### config.mk
export PLATFORM = sky130hd
export DESIGN_NAME = mem_fill_ctrl
export DESIGN_NICKNAME = d
export VERILOG_FILES = /design/src/rtl/mem_fill_pkg.sv /design/src/rtl/mem_fill_ctrl.sv
export SDC_FILE = /design/constraint.sdc
export NUM_CORES = 1
export LEC_CHECK = 0
export ABC_AREA = 0
export CORE_AREA = 2 2 462 464
export CTS_CLUSTER_SIZE = 40
export DETAILED_ROUTE_END_ITERATION = 16
export DIE_AREA = 0 0 464 466
export MAX_ROUTING_LAYER = met4
export PLACE_DENSITY = 0.33
export SKIP_LAST_GASP = 1
export SYNTH_ARGS = -nofsm -noshare
export SYNTH_HDL_FRONTEND = slang
export SYNTH_SLANG_ARGS = --single-unit
### constraint.sdc
create_clock -name clk -period 4.1 [get_ports clk]
set_clock_uncertainty 0.15 [all_clocks]
set_input_delay 0.615 -clock clk [delete_from_list [all_inputs] [get_ports clk]]
set_output_delay 0.615 -clock clk [all_outputs]
set_load 0.01 [all_outputs]
### src/rtl/mem_fill_pkg.sv
// rtl/mem_fill_pkg.sv - shared widths and state encoding for the line fill controller
package mem_fill_pkg;

  localparam int LINE_W = 256;
  localparam int BE_W   = 32;
  localparam int ADDR_W = 32;

  typedef enum logic [2:0] {
    IDLE,
    WB_SETUP,
    WB_COMMIT,
    RD_ISSUE,
    RD_WAIT,
    RESP
  } state_t;

endpackage

### src/rtl/mem_fill_ctrl.sv
// rtl/mem_fill_ctrl.sv - cache-side victim writeback and line fill sequencer
module mem_fill_ctrl
  import mem_fill_pkg::*;
#(
  parameter int ENTRIES = 256,
  parameter int TIMEOUT = 8
) (
  input  logic              clk,
  input  logic              rst_n,
  input  logic              req_valid,
  output logic              req_ready,
  input  logic              req_fill,
  input  logic [ADDR_W-1:0] req_addr,
  input  logic              req_wb,
  input  logic [ADDR_W-1:0] req_wb_addr,
  input  logic [BE_W-1:0]   req_wb_be,
  input  logic [LINE_W-1:0] req_wb_data,
  output logic              resp_valid,
  output logic              resp_err,
  output logic [LINE_W-1:0] resp_data,
  output logic [ADDR_W-1:0] mem_a,
  output logic [BE_W-1:0]   mem_be,
  output logic [LINE_W-1:0] mem_wd,
  output logic              mem_write,
  output logic              mem_read,
  input  logic [LINE_W-1:0] mem_rd,
  input  logic              mem_valid
);

  localparam int CNT_W = $clog2(TIMEOUT + 1);

  state_t              state, state_nxt;
  logic                fill_q;
  logic [ADDR_W-1:0]   addr_q;
  logic [ADDR_W-1:0]   wb_addr_q;
  logic [BE_W-1:0]     wb_be_q;
  logic [LINE_W-1:0]   wb_data_q;
  logic [CNT_W-1:0]    cnt_q;
  logic                resp_err_q;
  logic [LINE_W-1:0]   resp_data_q;

  logic accept;
  logic range_bad;
  logic timeout_hit;

  assign accept      = req_valid && (state == IDLE);
  assign range_bad   = (req_wb   && (req_wb_addr >= ADDR_W'(ENTRIES))) ||
                       (req_fill && (req_addr    >= ADDR_W'(ENTRIES)));
  // The last allowed wait cycle is the one where the counter would step to TIMEOUT.
  assign timeout_hit = (cnt_q == CNT_W'(TIMEOUT - 1));

  // State register; reset abandons any in-flight operation.
  always_ff @(posedge clk) begin
    if (!rst_n) state <= IDLE;
    else        state <= state_nxt;
  end

  // Next-state decode and memory strobe generation from the latched request.
  always_comb begin
    state_nxt  = state;
    req_ready  = 1'b0;
    resp_valid = 1'b0;
    mem_a      = '0;
    mem_be     = '0;
    mem_wd     = '0;
    mem_write  = 1'b0;
    mem_read   = 1'b0;
    case (state)
      IDLE: begin
        req_ready = 1'b1;
        if (accept) begin
          if (range_bad)     state_nxt = RESP;
          else if (req_wb)   state_nxt = WB_SETUP;
          else if (req_fill) state_nxt = RD_ISSUE;
          else               state_nxt = RESP;
        end
      end
      WB_SETUP: begin
        mem_a     = wb_addr_q;
        state_nxt = WB_COMMIT;
      end
      WB_COMMIT: begin
        mem_a     = wb_addr_q;
        mem_be    = wb_be_q;
        mem_wd    = wb_data_q;
        mem_write = 1'b1;
        state_nxt = fill_q ? RD_ISSUE : RESP;
      end
      RD_ISSUE: begin
        mem_a     = addr_q;
        mem_read  = 1'b1;
        state_nxt = RD_WAIT;
      end
      RD_WAIT: begin
        if (mem_valid || timeout_hit) state_nxt = RESP;
      end
      RESP: begin
        resp_valid = 1'b1;
        state_nxt  = IDLE;
      end
      default: state_nxt = IDLE;
    endcase
  end

  // Capture request fields on the accept edge.
  always_ff @(posedge clk) begin
    if (!rst_n) begin
      fill_q    <= 1'b0;
      addr_q    <= '0;
      wb_addr_q <= '0;
      wb_be_q   <= '0;
      wb_data_q <= '0;
    end else if (accept) begin
      fill_q    <= req_fill;
      addr_q    <= req_addr;
      wb_addr_q <= req_wb_addr;
      wb_be_q   <= req_wb_be;
      wb_data_q <= req_wb_data;
    end
  end

  // Wait counter: cleared as the read is issued, counts RD_WAIT cycles.
  always_ff @(posedge clk) begin
    if (!rst_n)                     cnt_q <= '0;
    else if (state_nxt == RD_ISSUE) cnt_q <= '0;
    else if (state == RD_WAIT)      cnt_q <= cnt_q + CNT_W'(1);
  end

  // Response payload: range errors flagged at accept, fill data or timeout from RD_WAIT.
  always_ff @(posedge clk) begin
    if (!rst_n) begin
      resp_err_q  <= 1'b0;
      resp_data_q <= '0;
    end else if (accept) begin
      resp_err_q  <= range_bad;
      resp_data_q <= '0;
    end else if (state == RD_WAIT) begin
      if (mem_valid)        resp_data_q <= mem_rd;
      else if (timeout_hit) resp_err_q  <= 1'b1;
    end
  end

  assign resp_err  = resp_err_q;
  assign resp_data = resp_data_q;

endmodule

==> flow_summary.json <==
{
  "cts.path.max_buffers": 3,
  "ir_worst_vdd_mv": 0.284,
  "gp_congestion": 0.842,
  "post_cts_buffers": 0,
  "worst-setup-path-type": "flip-flop to primary output",
  "cts_sinks": 617,
  "seqCellArea_mm2": 0.0124,
  "firstDrtPassIters": 5,
  "grt_pass1_wl_um": 205000,
  "grt_max_degree": 145,
  "drive_gt1_frac": 0.0461,
  "die_h_um": 466,
  "grt_pass1_vias": 25300,
  "synth_area_per_cell_um2": 7.73,
  "cpPeakStageDelay_ns": 0.72,
  "cap_violations": 0,
  "hold_ws_ns": 0.297,
  "setup_viol": 0,
  "root_buffer": "clkbuf_16",
  "synth_area_mm2": 0.0237,
  "grt_setup_unrepaired": "no",
  "htree_levels": 3,
  "port_buffers": 1194,
  "io_pins": 1195,
  "vias_per_cell": 3.52,
  "cp-start-kind": "flip-flop",
  "endpoint_kind": "primary output",
  "antenna_found_initial": 60,
  "synth_seq_cells": 617,
  "area_delta_synth_final_pct": 75.8,
  "fillers": 23800,
  "start_util": 0.112,
  "max_freq_mhz": 261,
  "relSlewSlack": 0.332,
  "core-area_mm2": 0.211,
  "min_path_type": "flip-flop to flip-flop",
  "wl_per_cell_um": 21.2,
  "rows": 169,
  "seq_area_frac_synth": 0.520,
  "fin_area_mm2": 0.0417,
  "routed_wl_um": 151000,
  "nets": 4779,
  "cts_buffers": 86,
  "post-route-min-period_ns": 3.83,
  "worstMarginPinSlew_ns": 1.00,
  "place_hpwl_um": 115000,
  "synth_cells": 3071,
  "ys_warn_count": 0,
  "power.leakage_nw": 14.1,
  "cp_slowest_cell": "clkdlybuf4s50_1",
  "syn-num-nets": 3686,
  "cp_top_family": "buffers and inverters",
  "crit_buf_inv": 2,
  "p_per_area_mw_per_mm2": 416,
  "multi_input_area_mm2": 0.0102,
  "cp.arrival_ns": 3.07,
  "status": "completed",
  "clkLatencyLatePin_ns": 0.71,
  "drt_iter0_markers": 1135,
  "cts_tree": "built",
  "cts-resized-gates": 0,
  "crit_path_cell_trace": "inv_1 -> nor2_2 -> a22o_1 -> clkdlybuf4s50_1",
  "ant_nets": 0,
  "fin_setup_tns_ns": 0,
  "p_total_mw": 17.4,
  "synthDistinctLibCells": 34,
  "cp_max_fo": 11,
  "dieArea_mm2": 0.216,
  "grt_usage": 0.137,
  "cp.required_ns": 3.34,
  "maxSlewViolCount": 0,
  "drc_errors": 0,
  "vias": 25000,
  "fin_crit_sh": 0.934,
  "die_x_um": 464,
  "hold_buffers": 0,
  "grt_overflow_total": 0,
  "clk_pin_slew_worst_paths_ns": 0.06,
  "hold_viol": 0,
  "postPlaceCellArea_mm2": 0.0388
}
-- report_power, final --
part           switching, mW  total, mW  internal (mW)
clock                   3.24       7.79           4.54
combinational           1.58       2.82           1.24
sequential             0.317       6.76           6.44
-- flip-flops by register name, indices dropped and copies added, names as in the netlist --
name	count
addr_q	32
cnt_q	4
fill_q	1
resp_data	256
resp_err	1
state	3
wb_addr_q	32
wb_be_q	32
wb_data_q	256
-- tightest hold or removal path, stage by stage (launching register included) --
cell	delay (ns)
dfxtp_1	0.30
nand2_1	0.05
a21oi_1	0.05
-- worst paths after layout --
kind                from              to  slack, ns  cells past startpoint
min          wb_be_q[10]     wb_be_q[10]       0.30                      2
max reg2reg     state[0]  resp_data[135]       1.47                      6
min reg2reg  wb_be_q[10]     wb_be_q[10]       0.30                      2
max             state[0]       mem_a[11]       0.27                      4
-- kinds of logic after synthesis --
logic type | after synthesis | share of synthesized area
AND/OR/NAND/NOR | 1548 | 0.280
AO/OA/AOI/OAI | 654 | 0.144
flip-flops | 617 | 0.520
buffers and inverters | 245 | 0.0528
XOR/XNOR | 4 | 0.00148
multiplexers | 2 | 0.000843
adder cells (fa/ha/maj) | 1 | 0.000527
-- final cells by class --
class                   count  area share
repair buffers           1248       0.304
flip-flops and latches    617       0.296
diodes                     46     0.00276
multi-input cells        2209       0.244
clock inverters            23     0.00785
well taps                2821      0.0846
inverters                   2    0.000360
clock buffers             135      0.0610
-- routing by layer --
| metal | routed length [um] | track usage | vias up | part of all wire |
|---|---|---|---|---|
| li1 | - | - | 12100 | - |
| met4 | 2920 | 0.0320 | 0 | 0.019 |
| met1 | 60500 | 0.148 | 11800 | 0.40 |
| met2 | 74300 | 0.235 | 889 | 0.49 |
| met3 | 12900 | 0.0540 | 145 | 0.086 |
| met5 | 0 | - | - | 0 |
-- stage by stage --
step / cells / utilization / setup WS, ns
2_1_floorplan: 3071 / - / 1.86
3_3_place_gp: 6897 / 0.183 / 0.830
3_5_place_dp: 6897 / 0.183 / 0.821
4_1_cts: 7055 / 0.197 / 0.00626
5_1_grt: 7098 / 0.198 / 0.00366
6_report: 7101 / 0.198 / 0.270
-- synthesized netlist by cell type --
cell      number  area share
mux2i_1        2     0.00084
xor2_1         1     0.00037
inv_1          1     0.00016
clkbuf_1      99       0.016
buf_4          6      0.0019
a211oi_1       6      0.0019
nand2b_1       1     0.00026
nor4bb_1       1     0.00042
nor4b_4        1      0.0010
buf_2        116       0.024
a31oi_1        1     0.00026
nor3_1         1     0.00021
nand2_1     1224        0.19
ha_1           1     0.00053
nand3b_1       1     0.00032
o21a_1         1     0.00032
buf_6         22       0.010
and2_1       289       0.076
o32ai_1        1     0.00037
a21oi_1      609        0.13
nor3b_4        1     0.00079
nor4_1        12      0.0032
o22ai_2        1     0.00053
a22o_1        32       0.012
a21boi_0       1     0.00032
dfxtp_1      617        0.52
nor2_1         7      0.0011
nand4b_1       1     0.00037
xnor2_1        3      0.0011
nor2b_1        4      0.0011
o21ai_0        2     0.00042
nand4_1        4      0.0011
inv_2          1     0.00016
nor3b_1        1     0.00032
-- cell usage in the layout (no fill, tap or decap), types with 2 or more instances in the layout --
cell / Yosys / routed
nand4_1: 4 / 4
buf_12: 0 / 26
inv_16: 0 / 2
a22o_1: 32 / 32
clkbuf_8: 0 / 21
nor2_2: 0 / 2
buf_4: 6 / 28
xnor2_1: 3 / 3
a21oi_1: 609 / 609
clkdlybuf4s50_1: 0 / 1194
clkinv_8: 0 / 2
diode_2: 0 / 46
clkinv_16: 0 / 2
nor2_1: 7 / 4
a211oi_1: 6 / 6
mux2i_1: 2 / 2
bufinv_16: 0 / 4
clkbuf_16: 0 / 86
inv_6: 0 / 2
clkinv_2: 0 / 10
nor4_1: 12 / 12
nor2b_1: 4 / 4
nand2_1: 1224 / 1221
o21ai_0: 2 / 2
clkbuf_1: 99 / 28
and2_1: 289 / 288
nand2_4: 0 / 3
dfxtp_1: 617 / 617
(Power assumes the default switching activity.)
